**src/rtl/psram_arbiter.sv**
```systemverilog
// psram_arbiter: fixed-priority (A over B) arbiter in front of a single PSRAM
// byte-access controller, with a starvation limit that grants B after
// MAX_A_RUN consecutive A grants while B is waiting. One transaction in flight.
// Optional build macro PSRAM_ARB_TIMEOUT_EN adds a WAIT-state watchdog that
// acks the requester with 8'hFF and pulses o_timeout if the controller never
// reports done.
module psram_arbiter #(
   parameter int MAX_A_RUN      = 4,
   parameter int TIMEOUT_CYCLES = 4095
) (
   input  logic        i_clk,
   input  logic        i_rst_n,
   input  logic        i_a_req,
   input  logic        i_a_we,
   input  logic [23:0] i_a_addr,
   input  logic [7:0]  i_a_din,
   output logic        o_a_ack,
   output logic [7:0]  o_a_dout,
   input  logic        i_b_req,
   input  logic        i_b_we,
   input  logic [23:0] i_b_addr,
   input  logic [7:0]  i_b_din,
   output logic        o_b_ack,
   output logic [7:0]  o_b_dout,
   output logic        o_mem_stb,
   output logic        o_mem_we,
   output logic [23:0] o_mem_addr,
   output logic [7:0]  o_mem_din,
   input  logic        i_mem_busy,
   input  logic        i_mem_done,
   input  logic [7:0]  i_mem_dout,
   output logic        o_timeout
);

   typedef enum logic [1:0] {S_IDLE, S_ISSUE, S_WAIT, S_ACK} state_t;

   localparam logic [3:0] RUN_MAX = 4'(MAX_A_RUN);

   state_t      r_state, w_next;
   logic        r_grant_b;   // 0 = A owns the current transaction, 1 = B
   logic        r_b_pend;    // B was waiting when the current grant was made
   logic [3:0]  r_run;       // consecutive A grants taken while B waited
   logic        r_mem_we;
   logic [23:0] r_mem_addr;
   logic [7:0]  r_mem_din;
   logic [7:0]  r_a_dout, r_b_dout;
   logic        w_pick_b, w_tmo, w_finish;
   logic [7:0]  w_rdata;

`ifdef PSRAM_ARB_TIMEOUT_EN
   localparam int TW = $clog2(TIMEOUT_CYCLES + 1);
   logic [TW-1:0] r_wcnt;   // holds N during the Nth WAIT cycle

   // WAIT-cycle watchdog counter, restarted every time WAIT is entered
   always_ff @(posedge i_clk or negedge i_rst_n) begin
      if (!i_rst_n)
         r_wcnt <= '0;
      else if (r_state == S_ISSUE)
         r_wcnt <= TW'(1);
      else if (r_state == S_WAIT && r_wcnt != TW'(TIMEOUT_CYCLES))
         r_wcnt <= r_wcnt + 1'b1;
   end

   assign w_tmo = (r_state == S_WAIT) && !i_mem_done && (r_wcnt == TW'(TIMEOUT_CYCLES));
`else
   assign w_tmo = 1'b0;
`endif

   assign w_finish  = (r_state == S_WAIT) && (i_mem_done || w_tmo);
   assign w_rdata   = i_mem_done ? i_mem_dout : 8'hFF;
   assign o_timeout = w_tmo;

   // B wins only when A is absent or A has used up its run allowance
   always_comb begin
      w_pick_b = 1'b0;
      if (i_b_req && (!i_a_req || r_run == RUN_MAX))
         w_pick_b = 1'b1;
   end

   // state register
   always_ff @(posedge i_clk or negedge i_rst_n) begin
      if (!i_rst_n) r_state <= S_IDLE;
      else          r_state <= w_next;
   end

   // next-state and strobe/ack decode
   always_comb begin
      w_next    = r_state;
      o_mem_stb = 1'b0;
      o_a_ack   = 1'b0;
      o_b_ack   = 1'b0;
      case (r_state)
         S_IDLE:  if (!i_mem_busy && (i_a_req || i_b_req)) w_next = S_ISSUE;
         S_ISSUE: begin
            o_mem_stb = 1'b1;
            w_next    = S_WAIT;
         end
         S_WAIT:  if (w_finish) w_next = S_ACK;
         S_ACK:   begin
            o_a_ack = !r_grant_b;
            o_b_ack = r_grant_b;
            w_next  = S_IDLE;
         end
         default: w_next = S_IDLE;
      endcase
   end

   // capture the winner's command when leaving IDLE
   always_ff @(posedge i_clk or negedge i_rst_n) begin
      if (!i_rst_n) begin
         r_grant_b  <= 1'b0;
         r_b_pend   <= 1'b0;
         r_mem_we   <= 1'b0;
         r_mem_addr <= '0;
         r_mem_din  <= '0;
      end else if (r_state == S_IDLE && w_next == S_ISSUE) begin
         r_grant_b  <= w_pick_b;
         r_b_pend   <= i_b_req;
         r_mem_we   <= w_pick_b ? i_b_we   : i_a_we;
         r_mem_addr <= w_pick_b ? i_b_addr : i_a_addr;
         r_mem_din  <= w_pick_b ? i_b_din  : i_a_din;
      end
   end

   // return data to the granted port; held until its next completion
   always_ff @(posedge i_clk or negedge i_rst_n) begin
      if (!i_rst_n) begin
         r_a_dout <= '0;
         r_b_dout <= '0;
      end else if (w_finish) begin
         if (r_grant_b) r_b_dout <= w_rdata;
         else           r_a_dout <= w_rdata;
      end
   end

   // starvation run counter, settled in the ack cycle
   always_ff @(posedge i_clk or negedge i_rst_n) begin
      if (!i_rst_n)
         r_run <= '0;
      else if (r_state == S_ACK) begin
         if (!r_grant_b && r_b_pend)
            r_run <= (r_run == RUN_MAX) ? r_run : r_run + 1'b1;
         else
            r_run <= '0;
      end
   end

   assign o_mem_we   = r_mem_we;
   assign o_mem_addr = r_mem_addr;
   assign o_mem_din  = r_mem_din;
   assign o_a_dout   = r_a_dout;
   assign o_b_dout   = r_b_dout;

endmodule

```
**config.mk**
```make
export PLATFORM = sky130hd
export DESIGN_NAME = psram_arbiter
export DESIGN_NICKNAME = d
export VERILOG_FILES = /design/src/rtl/psram_arbiter.sv
export SDC_FILE = /design/constraint.sdc
export NUM_CORES = 1
export LEC_CHECK = 0
export BUFFER_PORTS_ARGS = -buffer_cell sky130_fd_sc_hd__buf_4
export CAP_MARGIN = 15
export CORE_ASPECT_RATIO = 1.4
export CORE_MARGIN = 1
export CORE_UTILIZATION = 42
export CTS_CLUSTER_SIZE = 40
export DETAILED_ROUTE_END_ITERATION = 6
export GPL_TIMING_DRIVEN = 0
export PLACE_DENSITY = 0.82
export SLEW_MARGIN = 10
export SYNTH_ARGS = -nofsm -noshare
export SYNTH_HDL_FRONTEND = slang
export SYNTH_SLANG_ARGS = --single-unit
```
**constraint.sdc**
```tcl
create_clock -name i_clk -period 1.85 [get_ports i_clk]
set_input_delay 0.2775 -clock i_clk [delete_from_list [all_inputs] [get_ports i_clk]]
set_output_delay 0.2775 -clock i_clk [all_outputs]
set_load 0.05 [all_outputs]
```
======== Word-level counts from Yosys, hierarchy flattened ========
Cells that the tools add are included.
operators by class
  muxes and demuxes ....................... 13
  reduce and logical (&&, ||, !) cells .... 14
  bitwise gates (word level) .............. 1
  add/subtract/negate cells ............... 1
  equality and inequality tests ........... 6
operators by type and width
  kind                   count
  $mux W24               1
  $mux W8                2
  $mux W4                2
  $pmux W2 S4            1
  $reduce_and A2 Y1      3
  $logic_and A1 B1 Y1    5
  $mux W1                5
  $add A4 B1 Y4 const B  1
  $eq A2 B1 Y1 const B   2
  $eq A2 B2 Y1 const B   2
  $eq A4 B3 Y1 const B   1
  $mux W2                2
  $logic_not A1 Y1       3
  $logic_not A2 Y1       1
  $logic_or A1 B1 Y1     2
  $ne A2 B2 Y1 const B   1
  $not A1 Y1             1
storage, ports and cells
  output and inout port bits .............. 53
  bits of input ports ..................... 80
  word-level logic and storage cells ...... 44
  flip-flop bits (word level) ............. 57

======== Logic depth before layout (Yosys ltp) ========
  depth in word-level cells ............... 6
  depth in mapped cells ................... 8
  gate-level depth less buffers ........... 5

======== Worst setup path after synthesis ========
No wires, ideal clock.
  path kind ............................... reg2reg
  start point ............................. register r_state[0]
  end point ............................... register r_b_pend
  required time ........................... 1.725 ns
  path buffers ............................ 2
  stages on the path, launching flop included .. 8
  path slack .............................. 0.062 ns
  data arrival time ....................... 1.663 ns
  library setup time ...................... 0.125 ns
  period minus slack after synthesis ...... 1.788 ns
  cells stage by stage .................... dfrtp_1 > inv_1 > ha_1 > nor2b_1 > clkbuf_1 > and3_4 > buf_6 > mux2_4
between the ends
  word-level cells in the longest chain between the ends .. 6
  elaborated cells between the ends (all ways) .. 10
  those cells by class .................... eq/ne (4); mux (3); reduce/logical (3)
ends and longest elaborated chain
  element                  RTL line  source
  start, declared          39        state_t r_state, w_next;
  start signal, assigned   83        else r_state <= w_next;
  $eq A2 B2 Y1             69, 92
  $logic_and A1 B1 Y1      69        assign w_finish = (r_state == S_WAIT) && (i_mem_done || w_tmo);
  $mux W2                  98        S_WAIT: if (w_finish) w_next = S_ACK;
  $pmux W2 S4 (*)          92        case (r_state)
  via w_next[1]            39
  $eq A2 B1 Y1 (*)         116       end else if (r_state == S_IDLE && w_next == S_ISSUE) begin
  $logic_and A1 B1 Y1 (*)  116
  end signal, assigned     118       r_b_pend <= i_b_req;
  end, declared            41        logic r_b_pend;
Mark *: on every way through the listed nets, which the timed path passes. The rest lies on a longest branch.
A chain may end at the register's enable or synchronous reset.

======== Worst setup path after layout ========
  start point ............................. register r_state[0]
  end point ............................... register r_b_pend
between the ends
  word-level cells in the longest chain between the ends .. 6
  elaborated cells between the ends (all ways) .. 10
  those cells by class .................... eq/ne (4); mux (3); reduce/logical (3)
ends and longest elaborated chain
  element                  RTL line
  $eq A2 B2 Y1             69, 92
  $logic_and A1 B1 Y1      69
  $mux W2                  98
  $pmux W2 S4              92
  $eq A2 B1 Y1             116
  $logic_and A1 B1 Y1 (*)  116
Mark *: on every way between the ends. The rest lies on a longest branch, timed or not.

==> qor.yml <==
critical_path:
  crit_required_ps: 2050
  crit_family: "simple AND/OR/NAND/NOR gates"
  worst-setup-path-type: "flop to flop"
  timing.rr.end: "r_b_pend"
  crit_path_start_kind: "flop"
  setup.worst_path.end_class: "flop"
  critPathBufInv: 3
  slowest_stage: "dfrtp_1"
  timing.critical_path.arrival_ps: 2000
  max_stage_delay_ps: 400
  r2r_start: "r_state[0]"
  ff2ff_setup_slack_ps: 60
  worstPathCellList: "buf_4, or3_1, buf_2, and3_4, buf_6, mux2_4"
  worstPathMaxFanout: 8
  rr_worst_depth: 6
timing:
  rsz0062_at_grt: "false"
  min_period_over_period_pct: 97.01
  fin_skew_ps: 6.502
  worstMarginPinSlew_ps: 714.1
  maxSlewViolCount: 0
  fmaxAchievable_mhz: 557.2
  hold_viol_final: 0
  setup_viol: 0
  relSlewSlack_pct: 52.39
  setup_slack_ps: 55.27
  min_period_ps: 1795
  tns_ps: 0
synth:
  yosys.cell_types.count: 30
  synth_cells: 284
  ys_seq_elements: 57
  yosys_warnings: 0
  syn_avg_cell_area_um2: 10.01
  yosysSeqAreaShare_pct: 50.20
  synth_nets: 370
  synth_area_um2: 2841
clock_tree:
  cts_tree: "done"
  cts_num_sinks: 57
  clockBufferDepth: 2
  numCtsBuffers: 9
  htreeDepth: 3
  cts-hold-fix-buffers: 0
  clk-insertion-delay-late_ps: 320
  cts.clk_slew.worst_paths_ps: 60
  clockRootBuffer: "clkbuf_8"
finish:
  final_area_um2: 4138
  drive_gt1_share_pct: 42.36
  num-nets-final: 513
  final_core_util_pct: 62.99
  num_antenna_cells: 0
  area_delta_synth_final_pct: 45.62
  fillers: 558
floorplanning:
  ioPinCount: 133
  die-area_um2: 7103
  rows: 35
  coreArea_um2: 6569
  die_w_um: 71.52
  start_util_pct: 43.26
  chipHeight_um: 99.32
placed_design:
  placed_area_um2: 3918
  gp_congestion: 0.8042
  dp_worst_setup_slack_ps: -186.9
  dp_hpwl_um: 5872
  io_buffer_count: 131
global_route:
  antenna_found_initial: 0
  grt_pass1_vias: 2997
  gr-total-overflow: 0
  gr-usage-all-layers_pct: 23.53
  grt_start_max_net_pins: 58
  grt_pass1_wl_um: 13320
detailed_routing:
  routed_wirelength_um: 8189
  via_count: 2861
  viasPerCell: 5.654
  drc_errors: 0
  drt-initial-drc-count: 197
  wire_per_inst_um: 16.18
  drtAntennaViolNets: 0
  drtPass1Iterations: 4
power:
  ir_worst_vdd_v: 0.0008337
  p_per_area_nw_per_um2: 1996
  p_leak_uw: 0.001925
status:
  status: "finished clean"
worst_hold_path:
  min_path_type: "primary input to asynchronous set/reset pin"
job:
  cap_viol_max_count: 0
-- registers in the layout (all words and copies together) (netlist names) --
signal      count
r_run           4
o_mem_we        1
o_mem_din       8
r_b_pend        1
o_a_dout        8
r_state         2
o_mem_addr     24
o_b_dout        8
r_grant_b       1
-- power breakdown --
group          internal (uW)  leakage [uW]  switching (uW)
Combinational           1650       0.00117            3260
Clock                    656     0.0000974             457
Sequential              1870      0.000662             369
Total                   4170       0.00192            4080
-- Yosys cell counts --
cell	count	area (um2)
o22a_1	1	8.760
nor2b_1	3	18.77
a31oi_1	66	412.9
o21bai_1	1	7.510
nand3_1	36	180.2
buf_4	1	7.510
clkbuf_1	24	90.09
and3_4	1	11.26
or3_1	2	12.51
buf_6	4	45.04
or4_1	1	7.510
inv_1	6	22.52
o21ai_0	35	175.2
nand4_1	1	6.260
nand4b_1	1	8.760
conb_1	1	3.750
dfrtp_1	57	1426
and2_1	1	6.260
ha_1	6	75.07
nand2b_1	2	12.51
nand3b_1	2	15.01
buf_2	1	5.000
mux2_2	16	180.2
nand2_1	1	3.750
nor2_1	4	15.01
mux2_4	2	30.03
and3b_1	1	8.760
a21oi_1	4	20.02
and4b_1	1	10.01
o31ai_1	2	15.01
-- metrics by stage --
stage / power [uW] / instances / hold WS, ps
floorplan: 5600 / 284 / -18.09
global placement: 6996 / 489 / 371.2
detailed placement: 7112 / 489 / 373.0
CTS: 8269 / 506 / 19.44
global route: 8686 / 506 / 63.04
finish: 8257 / 506 / 11.69
-- how the worst max path moves through the flow --
stage,start,to,slack [ps],depth (start not counted)
after floorplan,r_state[0],r_b_pend,60,7
after global placement,r_state[0],r_b_pend,-100,7
after global routing,r_state[0],r_b_pend,2,6
after CTS,r_run[0],o_mem_din[5],20,6
final,r_state[0],r_b_pend,60,6
after detailed placement,r_state[0],o_mem_addr[0],-190,7
-- logic make-up (layout without fill, tap and decap cells) --
group                      count (synthesis)  count (layout)  synth area share, %
AOI/OAI and AO/OA                        109             109                22.50
adders and majority gates                  6               6                2.642
buffers and inverters                     36             184                5.988
DFF                                       57              57                50.20
muxes                                     18              18                7.398
other                                      1               1               0.1320
and+or+nand+nor                           57              57                11.14
-- layout make-up --
type | instances | area [um2] | share of cell area [%]
clock buffer | 13 | 148.9 | 3.598
buffer | 30 | 163.9 | 3.961
tap | 74 | 92.59 | 2.238
clock inverter | 3 | 40.04 | 0.9676
sequential | 57 | 1426 | 34.47
timing repair buffer | 132 | 991.0 | 23.95
multi-input combinational | 191 | 1252 | 30.27
inverter | 6 | 22.52 | 0.5443
-- placed cells by master, fill, tap and decap left out, drive strengths merged --
| master | n |
|---|---|
| and2 | 1 |
| a31oi | 66 |
| o21ai | 35 |
| a21oi | 4 |
| ha | 6 |
| and4b | 1 |
| conb | 1 |
| nand4 | 1 |
| nand2 | 1 |
| clkinv | 2 |
| clkbuf | 35 |
| buf | 140 |
| dfrtp | 57 |
| nor2b | 3 |
| nor2 | 4 |
| bufinv | 1 |
| or3 | 2 |
| and3 | 1 |
| and3b | 1 |
| nand3b | 2 |
| nand4b | 1 |
| mux2 | 18 |
| or4 | 1 |
| nand3 | 36 |
| inv | 6 |
| o22a | 1 |
| nand2b | 2 |
| o21bai | 1 |
| o31ai | 2 |
-- what timing repair did --
action / CTS / global route
endpoints found under the setup margin: 33 / 33
resized for setup: 4 / 19
pin swaps: 0 / 1
buffers inserted: 1 / 0
-- routing by layer --
metal	track usage, %	wire length [um]	vias to the layer above
met1	28.33	3350	1381
met5	0	0	-
li1	-	-	1362
met4	9.201	99	0
met3	3.141	484	10
met2	42.20	4254	108
No activity file was read; power rests on OpenSTA's default activity.
